### src/rtl/audio_pkg.sv
// -----------------------------------------------------------------------------
// audio_pkg
// Shared types and constants for the envelope / mixer datapath.
//   env_state_t    : per-voice envelope phase
//   mix_state_t    : mixer sequencing phase
//   SILENCE_OFFSET : offset-binary code for a zero-amplitude output sample
// -----------------------------------------------------------------------------
package audio_pkg;

    typedef enum logic [1:0] {
        ENV_IDLE,
        ENV_ATTACK,
        ENV_SUSTAIN,
        ENV_RELEASE
    } env_state_t;

    typedef enum logic [1:0] {
        M_IDLE,
        M_ACCUM,
        M_OUT
    } mix_state_t;

    localparam logic [15:0] SILENCE_OFFSET = 16'h8000;

endpackage

### src/rtl/envelope_gen.sv
// -----------------------------------------------------------------------------
// envelope_gen
// One voice's attack/sustain/release envelope. The level only moves on cycles
// where tick_in is high.
//   clk_in     : system clock
//   rst_in     : asynchronous active-low reset
//   tick_in    : sample-rate strobe
//   gate_in    : key held for this voice
//   env_out    : current envelope level (0 .. 2**ENV_WIDTH-1)
//   active_out : registered (env_out != 0)
// -----------------------------------------------------------------------------
module envelope_gen
    import audio_pkg::*;
#(
    parameter int ENV_WIDTH    = 8,
    parameter int ATTACK_STEP  = 4,
    parameter int RELEASE_STEP = 2
) (
    input  logic                 clk_in,
    input  logic                 rst_in,
    input  logic                 tick_in,
    input  logic                 gate_in,
    output logic [ENV_WIDTH-1:0] env_out,
    output logic                 active_out
);

    localparam logic [ENV_WIDTH-1:0] ENV_MAX = '1;

    env_state_t           state_q, state_d;
    logic [ENV_WIDTH-1:0] env_q, env_d;
    logic                 active_q;

    // One extra bit on the sum so the attack step cannot wrap past ENV_MAX.
    logic [ENV_WIDTH:0]   env_sum;
    logic [ENV_WIDTH-1:0] env_up;
    logic [ENV_WIDTH-1:0] env_dn;

    assign env_sum = {1'b0, env_q} + (ENV_WIDTH+1)'(ATTACK_STEP);
    assign env_up  = (env_sum >= {1'b0, ENV_MAX}) ? ENV_MAX : env_sum[ENV_WIDTH-1:0];
    assign env_dn  = (env_q <= ENV_WIDTH'(RELEASE_STEP)) ? '0
                                                         : env_q - ENV_WIDTH'(RELEASE_STEP);

    always_ff @(posedge clk_in or negedge rst_in) begin
        if (!rst_in) begin
            state_q  <= ENV_IDLE;
            env_q    <= '0;
            active_q <= 1'b0;
        end else begin
            state_q  <= state_d;
            env_q    <= env_d;
            active_q <= (env_d != '0);
        end
    end

    // A phase change takes effect on the same tick: the new phase's step is
    // applied immediately, so a retrigger from release climbs from the current
    // level and a key release starts decaying at once.
    always_comb begin
        state_d = state_q;
        env_d   = env_q;
        if (tick_in) begin
            case (state_q)
                ENV_IDLE: begin
                    if (gate_in) begin
                        env_d   = env_up;
                        state_d = (env_up == ENV_MAX) ? ENV_SUSTAIN : ENV_ATTACK;
                    end
                end
                ENV_ATTACK, ENV_RELEASE: begin
                    if (gate_in) begin
                        env_d   = env_up;
                        state_d = (env_up == ENV_MAX) ? ENV_SUSTAIN : ENV_ATTACK;
                    end else begin
                        env_d   = env_dn;
                        state_d = (env_dn == '0) ? ENV_IDLE : ENV_RELEASE;
                    end
                end
                ENV_SUSTAIN: begin
                    if (!gate_in) begin
                        env_d   = env_dn;
                        state_d = (env_dn == '0) ? ENV_IDLE : ENV_RELEASE;
                    end
                end
                default: begin
                    state_d = ENV_IDLE;
                    env_d   = '0;
                end
            endcase
        end
    end

    assign env_out    = env_q;
    assign active_out = active_q;

endmodule

### src/rtl/envelope_mixer.sv
// -----------------------------------------------------------------------------
// envelope_mixer
// Per-voice envelopes plus a serial polyphonic mixer. On an accepted sample
// tick the voice samples are snapshotted, then one voice per cycle is scaled
// by its envelope and accumulated. The sum is shifted, saturated and emitted
// as an offset-binary word.
//   clk_in         : system clock
//   rst_in         : asynchronous active-low reset
//   sample_tick_in : 1-cycle sample-rate strobe
//   gate_in        : per-voice key held
//   sample_in      : per-voice signed sample
//   dc_out         : offset-binary mix, SILENCE_OFFSET = silence
//   dc_valid_out   : 1-cycle pulse when dc_out updates
//   active_out     : per-voice envelope != 0
//   busy_out       : mixer sequence in progress
//   overrun_out    : sticky, a tick arrived while busy
// -----------------------------------------------------------------------------
module envelope_mixer
    import audio_pkg::*;
#(
    parameter int NUM_VOICES   = 8,
    parameter int SAMPLE_WIDTH = 16,
    parameter int ENV_WIDTH    = 8,
    parameter int ATTACK_STEP  = 4,
    parameter int RELEASE_STEP = 2,
    parameter int MIX_SHIFT    = 2
) (
    input  logic                           clk_in,
    input  logic                           rst_in,
    input  logic                           sample_tick_in,
    input  logic [NUM_VOICES-1:0]          gate_in,
    input  logic signed [SAMPLE_WIDTH-1:0] sample_in [NUM_VOICES],
    output logic [SAMPLE_WIDTH-1:0]        dc_out,
    output logic                           dc_valid_out,
    output logic [NUM_VOICES-1:0]          active_out,
    output logic                           busy_out,
    output logic                           overrun_out
);

    localparam int IDX_W  = (NUM_VOICES > 1) ? $clog2(NUM_VOICES) : 1;
    localparam int ACC_W  = SAMPLE_WIDTH + $clog2(NUM_VOICES) + 1;
    localparam int PROD_W = SAMPLE_WIDTH + ENV_WIDTH + 1;
    localparam int SAT_MAX_I = 2**(SAMPLE_WIDTH-1) - 1;

    localparam logic signed [ACC_W-1:0] SAT_MAX  = ACC_W'(SAT_MAX_I);
    localparam logic signed [ACC_W-1:0] SAT_MIN  = ACC_W'(-SAT_MAX_I - 1);
    localparam logic [IDX_W-1:0]        LAST_IDX = IDX_W'(NUM_VOICES - 1);
    localparam logic [SAMPLE_WIDTH-1:0] DC_SILENCE = SAMPLE_WIDTH'(SILENCE_OFFSET);

    // ------------------------------------------------------------------
    // Envelopes
    // ------------------------------------------------------------------
    logic [ENV_WIDTH-1:0] env [NUM_VOICES];

    generate
        for (genvar gi = 0; gi < NUM_VOICES; gi++) begin : g_voice
            envelope_gen #(
                .ENV_WIDTH    (ENV_WIDTH),
                .ATTACK_STEP  (ATTACK_STEP),
                .RELEASE_STEP (RELEASE_STEP)
            ) u_env (
                .clk_in     (clk_in),
                .rst_in     (rst_in),
                .tick_in    (sample_tick_in),
                .gate_in    (gate_in[gi]),
                .env_out    (env[gi]),
                .active_out (active_out[gi])
            );
        end
    endgenerate

    // ------------------------------------------------------------------
    // Mixer state
    // ------------------------------------------------------------------
    mix_state_t                     mstate_q, mstate_d;
    logic [IDX_W-1:0]               idx_q, idx_d;
    logic signed [ACC_W-1:0]        acc_q, acc_d;
    logic [SAMPLE_WIDTH-1:0]        dc_q, dc_d;
    logic                           dc_valid_q, dc_valid_d;
    logic                           overrun_q, overrun_d;
    logic signed [SAMPLE_WIDTH-1:0] snap_q [NUM_VOICES];

    logic                           accept;
    logic signed [PROD_W-1:0]       prod;
    logic signed [ACC_W-1:0]        voice_term;
    logic signed [ACC_W-1:0]        mix_shifted;
    logic [SAMPLE_WIDTH-1:0]        mix_sat;

    assign accept = sample_tick_in && (mstate_q == M_IDLE);

    // Envelope is zero-extended so the multiply stays signed x unsigned. The
    // envelope is read live: the tick edge has already updated it.
    assign prod       = snap_q[idx_q] * $signed({1'b0, env[idx_q]});
    // After the shift the value fits in SAMPLE_WIDTH+1 bits; the narrowing
    // only drops sign copies.
    assign voice_term = ACC_W'(prod >>> ENV_WIDTH);

    assign mix_shifted = acc_q >>> MIX_SHIFT;
    always_comb begin
        if (mix_shifted > SAT_MAX) begin
            mix_sat = SAT_MAX[SAMPLE_WIDTH-1:0];
        end else if (mix_shifted < SAT_MIN) begin
            mix_sat = SAT_MIN[SAMPLE_WIDTH-1:0];
        end else begin
            mix_sat = mix_shifted[SAMPLE_WIDTH-1:0];
        end
    end

    always_ff @(posedge clk_in or negedge rst_in) begin
        if (!rst_in) begin
            for (int k = 0; k < NUM_VOICES; k++) begin
                snap_q[k] <= '0;
            end
        end else if (accept) begin
            for (int k = 0; k < NUM_VOICES; k++) begin
                snap_q[k] <= sample_in[k];
            end
        end
    end

    always_ff @(posedge clk_in or negedge rst_in) begin
        if (!rst_in) begin
            mstate_q   <= M_IDLE;
            idx_q      <= '0;
            acc_q      <= '0;
            dc_q       <= DC_SILENCE;
            dc_valid_q <= 1'b0;
            overrun_q  <= 1'b0;
        end else begin
            mstate_q   <= mstate_d;
            idx_q      <= idx_d;
            acc_q      <= acc_d;
            dc_q       <= dc_d;
            dc_valid_q <= dc_valid_d;
            overrun_q  <= overrun_d;
        end
    end

    always_comb begin
        mstate_d   = mstate_q;
        idx_d      = idx_q;
        acc_d      = acc_q;
        dc_d       = dc_q;
        dc_valid_d = 1'b0;
        overrun_d  = overrun_q;

        case (mstate_q)
            M_IDLE: begin
                if (sample_tick_in) begin
                    mstate_d = M_ACCUM;
                    idx_d    = '0;
                    acc_d    = '0;
                end
            end
            M_ACCUM: begin
                acc_d = acc_q + voice_term;
                if (idx_q == LAST_IDX) begin
                    mstate_d = M_OUT;
                end else begin
                    idx_d = idx_q + IDX_W'(1);
                end
            end
            M_OUT: begin
                // Two's complement to offset binary: flip the sign bit.
                dc_d       = {~mix_sat[SAMPLE_WIDTH-1], mix_sat[SAMPLE_WIDTH-2:0]};
                dc_valid_d = 1'b1;
                mstate_d   = M_IDLE;
            end
            default: begin
                mstate_d = M_IDLE;
            end
        endcase

        // A tick during a sequence is dropped by the mixer but remembered.
        if (sample_tick_in && (mstate_q != M_IDLE)) begin
            overrun_d = 1'b1;
        end
    end

    assign dc_out       = dc_q;
    assign dc_valid_out = dc_valid_q;
    assign busy_out     = (mstate_q != M_IDLE);
    assign overrun_out  = overrun_q;

endmodule

### config.mk
export PLATFORM = sky130hd
export DESIGN_NAME = envelope_mixer
export DESIGN_NICKNAME = d
export VERILOG_FILES = /design/src/rtl/audio_pkg.sv /design/src/rtl/envelope_gen.sv /design/src/rtl/envelope_mixer.sv
export SDC_FILE = /design/constraint.sdc
export NUM_CORES = 1
export LEC_CHECK = 0
export BUFFER_PORTS_ARGS = -buffer_cell sky130_fd_sc_hd__buf_2
export CAP_MARGIN = 20
export CORE_MARGIN = 10
export CORE_UTILIZATION = 64
export CTS_BUF_LIST = sky130_fd_sc_hd__clkbuf_8
export DETAILED_ROUTE_END_ITERATION = 12
export PLACE_DENSITY_LB_ADDON = 0.2
export SYNTH_ARGS = -nofsm -noshare
export SYNTH_HDL_FRONTEND = slang
export SYNTH_HIERARCHICAL = 1
export SYNTH_SLANG_ARGS = --single-unit
### constraint.sdc
create_clock -name clk_in -period 9.65 [get_ports clk_in]
set_input_delay 1.93 -clock clk_in [delete_from_list [all_inputs] [get_ports clk_in]]
set_output_delay 1.93 -clock clk_in [all_outputs]
set_load 0.03 [all_outputs]
==> flow_metrics.tcl, run 1 <==
set metrics [dict create \
    io_buffers 165 \
    muxShareOfSynthArea 0.0604 \
    yosysSeqAreaShare 0.288 \
    ys_ff_latch 259 \
    synth_edf_count 0 \
    yosysMostFrequentCell "nand2_1" \
    slew_headroom 0.306 \
    numClockSinks 259 \
    cp_top_family "compound AO/OA/AOI/OAI gates" \
    fp.dieH_um 208 \
    wl_per_cell_um 18.8 \
    rsz0062_at_grt "false" \
    crit_arrival_ns 9.44 \
    period_share 0.931 \
    path_max_fanout 29 \
    hold_path.class "flop to flop" \
    grt_use_total 0.275 \
    netlist_area_um2 22500 \
    hpwl_um 45400 \
    synth_nets 3056 \
    cap_violations 0 \
    fp.dieArea_um2 43100 \
    coreArea_um2 34600 \
    place_congestion 0.961 \
    outcome "complete, no violations" \
    worstMarginPinSlew_ns 1.04 \
    ys.flop_type "dfrtp_1" \
    grt_pass1_wl_um 100000 \
    dpl_cell_area_um2 23400 \
    critPathBufInv 4 \
    synth_fa_ha_area_frac 0.155 \
    synthArstFlopShare 1.00 \
    avgSynthCellArea_um2 8.34 \
    start_util 0.650 \
    postLayoutCellArea_um2 24400 \
    synth_top_family_by_area "simple AND/OR/NAND/NOR gates" \
    area_delta_synth_final_pct 8.16 \
    layout_min_cycle_time_ns 8.98 \
    via_count 19967 \
    dp_slack_ns 0.530 \
    fp.dieW_um 208 \
    layout.nets 3130 \
    worstSetupPathType "flop to flop" \
    cts-resized-gates 0 \
    hold_viol 0 \
    cts_tree "yes" \
    timing.setup.tns_ns 0 \
    fin_ws_ns 0.669 \
    synth_compound_area_frac 0.168 \
    grt_start_max_net_pins 167 \
    drt-total-wl_um 61400 \
    synth_largest_area_cell "dfrtp_1" \
    io_pins 166 \
    clk_pin_slew_worst_paths_ns 0.06 \
    clk_latency_ns 0.64 \
    cts-htree-levels 2 \
    skew_ns 0.0324 \
    synthTopCellsByArea "dfrtp_1 (29%), nand2_1 (9.8%), fa_1 (9.1%)" \
    clock.fmax_mhz 111 \
    synth.distinct_cells 72 \
    yosys.area.top_type_share 0.287 \
    synth_commonest_cells "nand2_1 (586), dfrtp_1 (258), nor2_1 (226), inv_1 (204), o21ai_0 (139)" \
    num_rows 68 \
    slew_violations 0 \
    gr-total-overflow 0 \
    critPathLaunchType "flop" \
    yosys_warnings 6 \
    worstPathRequired_ns 10.11 \
    synth_simple_gate_area_frac 0.246 \
    root_buffer "clkbuf_8" \
    setup_violations 0 \
    drc 0 \
    ant_nets 0 \
    cts-buffers-inserted 45 \
    grt_pass1_vias 19456 \
    drive_gt1_frac 0.143 \
    clk_path_buf_depth 3 \
    end_kind "flop" \
    synth_xor_area_frac 0.0183 \
    slowest_delay_ns 0.87 \
    syn_inst 2700 \
    first_pass_iters 6 \
    antenna_found_initial 2 \
    viasPerCell 6.12 \
    drtIter0Drc 1970 \
    slowest_stage "dfrtp_2" \
]
## layer usage
layer	global-route usage	wire length (µm)
met1	0.389	27400
met2	0.423	27800
met3	0.0489	4820
met4	0.0833	1390
met5	0	11
## layout make-up
type | instances | area (µm²)
Multi-Input combinational cell | 2082 | 14600
Timing Repair Buffer | 182 | 1020
Clock inverter | 30 | 218
Fill cell | 2705 | 10300
Sequential cell | 259 | 6490
Inverter | 204 | 766
Clock buffer | 52 | 716
Tap cell | 455 | 569
Antenna cell | 1 | 2.50
## state kept, by name, indices dropped and copies added, names as in the netlist, 2 cells and up
name	count
snap_q	128
g_voice.u_env/env_out	64
acc_q	20
dc_out	16
g_voice.u_env/state_q	16
g_voice.u_env/active_out	8
idx_q	3
mstate_q	2
## worst reg2reg max path, delay by kind of cell (launching register included)
family          cells  cell delay (ns)
compound gates     13             2.91
xor+xnor            2             0.30
fa+ha+maj           6             2.41
buf+inv             4             0.58
flops               1             0.87
mux                 3             1.11
simple gates        5             0.64
## final timing paths
| kind | from | endpoint | slack [ns] | cells after the start |
|---|---|---|---|---|
| max in group asynchronous | rst_in | snap_q[27]$_DFFE_PN0P_ | 6.90 | 2 |
| setup reg to reg | idx_q[1]$_DFFE_PN0P_ | acc_q[19]$_DFFE_PN0P_ | 0.67 | 33 |
| hold / removal | overrun_out$_DFFE_PN0P_ | overrun_out$_DFFE_PN0P_ | 0.45 | 1 |
| min in group asynchronous | rst_in | g_voice[0].u_env/env_out[0]$_DFF_PN0_ | 1.33 | 1 |
| hold reg to reg | overrun_out$_DFFE_PN0P_ | overrun_out$_DFFE_PN0P_ | 0.45 | 1 |
| setup / recovery | idx_q[1]$_DFFE_PN0P_ | acc_q[19]$_DFFE_PN0P_ | 0.67 | 33 |
## what timing repair did
action,4_1_cts,5_1_grt
buffers inserted,0,1
hold buffers,0,0
setup endpoints to repair,0,1
## cells in the final DEF (no fill, tap or decap), types with 19 or more instances in the layout
| master | n |
|---|---|
| inv_1 | 215 |
| a21o_1 | 28 |
| buf_2 | 163 |
| mux2i_1 | 20 |
| a211oi_1 | 19 |
| nor2b_1 | 39 |
| xor2_1 | 20 |
| a22oi_1 | 25 |
| ha_1 | 115 |
| fa_1 | 102 |
| o21bai_1 | 20 |
| o211ai_1 | 33 |
| nand3_1 | 64 |
| clkbuf_8 | 52 |
| nand2_1 | 585 |
| nor3_1 | 35 |
| or2_2 | 30 |
| o21ai_0 | 139 |
| nand2b_1 | 53 |
| a31oi_1 | 19 |
| xnor2_1 | 27 |
| and3_1 | 19 |
| dfrtp_1 | 256 |
| a21oi_1 | 98 |
| nor2_1 | 226 |
| mux4_2 | 45 |
## cell families after synthesis
| family | count (synthesis) |
|---|---|
| AND/OR/NAND/NOR | 1189 |
| XOR/XNOR | 47 |
| AO/OA/AOI/OAI | 555 |
| adder cells (fa/ha/maj) | 217 |
| buffers and inverters | 359 |
| flip-flops | 259 |
| multiplexers | 74 |
## stage by stage
step                hold slack (ns)  utilization  instances
global placement              0.438        0.675       3180
detailed placement            0.442        0.675       3180
floorplan                     0.437            -       2700
global route                  0.470        0.703       3265
finish                        0.451        0.703       3265
CTS                           0.456        0.702       3262
Power of run 1 is left out: the tool's default activity adds up to more than one toggle a clock period on the data nets, which glitch-free logic cannot reach.
==> inputs of run 2 (changes only) <==
--- a/config.mk
+++ b/config.mk
@@ -14,5 +14,4 @@
 export PLACE_DENSITY_LB_ADDON = 0.2
 export SYNTH_ARGS = -nofsm -noshare
 export SYNTH_HDL_FRONTEND = slang
-export SYNTH_HIERARCHICAL = 1
 export SYNTH_SLANG_ARGS = --single-unit
==> run 2 against run 1 <==
Area after synthesis decreased by 3.8%; critical path depth unchanged; clock skew about the same; critical endpoint unchanged; highest routed layer unchanged; sequential cell count unchanged; non-clock buffer count decreased by 1.
==> flow_metrics.tcl, run 2 <==
set metrics [dict create \
    cts-htree-levels 2 \
    num_rows 67 \
    clk_path_buf_depth 3 \
    layout.nets 2822 \
    crit_arrival_ns 9.40 \
    dp.cells 2863 \
    fp.dieH_um 204 \
    largest_reg_flops 128 \
    fp.dieW_um 204 \
    synth.distinct_cells 92 \
    root_buffer "clkbuf_8" \
    drtIter0Drc 1679 \
    instances_no_fill 2958 \
    use_met2 0.441 \
    cap_violations 0 \
    start_util 0.648 \
    netlist_area_um2 21700 \
    use_met3 0.0605 \
    grt_pass1_vias 18253 \
    synth_commonest_cells "dfrtp_1 (258), nand2_1 (229), nor2_1 (225), inv_1 (207), o21ai_0 (148)" \
    clock.fmax_mhz 112 \
    regMostFlops "snap_q" \
    clk_pin_slew_worst_paths_ns 0.06 \
    numClockSinks 259 \
    post_cts_buffers 0 \
    synth_nets 2731 \
    area_delta_synth_final_pct 9.89 \
    slowest_delay_ns 0.78 \
    ant_nets 0 \
    cts-buffers-inserted 48 \
    grt_start_max_net_pins 157 \
    slew_violations 0 \
    io_buffers 165 \
    gr-total-overflow 0 \
    fill_cells 2467 \
    yosys.area.top_type_share 0.298 \
    drt-total-wl_um 58800 \
    crit_start "idx_q[0]$_DFFE_PN0P_" \
    grt_pass1_wl_um 95300 \
    final_core_util 0.712 \
    first_pass_iters 8 \
    final_common_cell "dfrtp_1" \
    cts-resized-gates 0 \
    synthArstFlopShare 1.00 \
    met1_usage 0.376 \
    cts_tree "yes" \
    synth_largest_area_cell "dfrtp_1" \
    clk_latency_ns 0.66 \
    layout_min_cycle_time_ns 8.89 \
    slowest_stage "dfrtp_4" \
    coreArea_um2 33400 \
    period_share 0.921 \
    worstSetupPathType "flop to flop" \
    cts.hold.buffers_added 0 \
    ys.flop_type "dfrtp_1" \
    ys_ff_latch 259 \
    yosysSeqAreaShare 0.299 \
    drc 0 \
    wl_per_cell_um 19.9 \
    setup_violations 0 \
    place_congestion 0.995 \
    hold_viol 0 \
    path_max_fanout 26 \
    hpwl_um 43600 \
    antenna_found_initial 13 \
    avgSynthCellArea_um2 9.12 \
    skew_ns 0.0320 \
    hold_start "overrun_out$_DFFE_PN0P_" \
    hold_path.class "flop to flop" \
    synth_edf_count 0 \
    busiest_layer "met2" \
    yosysMostFrequentCell "dfrtp_1" \
    grt_use_total 0.280 \
    outcome "complete, no violations" \
    fp.dieArea_um2 41600 \
    via_count 18443 \
    critPathLaunchType "flop" \
    slew_headroom 0.243 \
    path_common_cell "inv_1" \
    rsz0062_at_grt "false" \
    most-common-layout-cells "dfrtp_1 (255), nand2_1 (229), nor2_1 (224), inv_1 (223), buf_2 (163)" \
    worstMarginPinSlew_ns 1.14 \
    hold_ws_ns 0.459 \
    synthTopCellsByArea "dfrtp_1 (30%), fa_1 (9.4%), mux2_2 (7.0%)" \
    end_kind "flop" \
    yosys_warnings 0 \
    timing.rr.start "idx_q[0]$_DFFE_PN0P_" \
    timing.setup.tns_ns 0 \
    worstPathRequired_ns 10.16 \
    viasPerCell 6.23 \
    drive_gt1_frac 0.188 \
    syn_inst 2375 \
    io_pins 166 \
]
[run 2: cell count changes in the layout (fill, tap and decap cells not counted), sizes merged, moves of 15 or more]
cell / change
mux2: +129
nand3: -15
o21bai: -17
o22ai: +23
nand2: -356
o211ai: -21
a21oi: +20
[run 2: cells by family after synthesis]
family,share of synthesized area
DFF,0.299
buffers and inverters,0.0635
adders and majority gates,0.161
and+or+nand+nor,0.165
xor gates and xnor gates,0.0263
AOI/OAI and AO/OA,0.149
muxes,0.135
[run 2: worst paths after layout]
check | endpoint | depth (start not counted) | slack, ns
hold reg to reg | overrun_out$_DFFE_PN0P_ | 1 | 0.46
setup / recovery | acc_q[19]$_DFFE_PN0P_ | 33 | 0.76
hold / removal | overrun_out$_DFFE_PN0P_ | 1 | 0.46
setup reg to reg | acc_q[19]$_DFFE_PN0P_ | 33 | 0.76
max in group asynchronous | snap_q[10]$_DFFE_PN0P_ | 2 | 6.89
min in group asynchronous | g_voice[0].u_env.state_q[0]$_DFFE_PN0P_ | 1 | 1.34
[run 2: final cells by class]
class / count / area (µm²) / area share
Multi-Input combinational cell: 1766 / 13800 / 0.580
Sequential cell: 259 / 6490 / 0.273
Timing Repair Buffer: 181 / 996 / 0.0418
Inverter: 210 / 788 / 0.0331
Clock buffer: 53 / 729 / 0.0306
Tap cell: 448 / 561 / 0.0235
Clock inverter: 36 / 418 / 0.0176
Antenna cell: 5 / 12.5 / 0.000526
[run 2: per-stage QoR]
step	setup WS (ns)	instance area [µm²]
2_1_floorplan	1.08	21700
3_3_place_gp	0.856	22600
3_5_place_dp	0.553	22600
4_1_cts	0.486	23800
5_1_grt	0.212	23800
6_report	0.759	23800
[run 2: worst max-delay path: cells and delay by family (launching register included)]
family,cells,cell delay [ns]
AOI/OAI and AO/OA,12,2.47
xor gates and xnor gates,2,0.47
adders and majority gates,6,2.58
buffers and inverters,5,0.46
DFF,1,0.78
muxes,3,1.38
and+or+nand+nor,5,0.60
[run 2: layer usage]
layer / vias to the layer above / part of all wire
li1: 8498 / -
met1: 9005 / 0.42
met2: 787 / 0.47
met3: 139 / 0.082
met4: 14 / 0.031
met5: - / 0.0016
Power of run 2 is left out for the same reason.
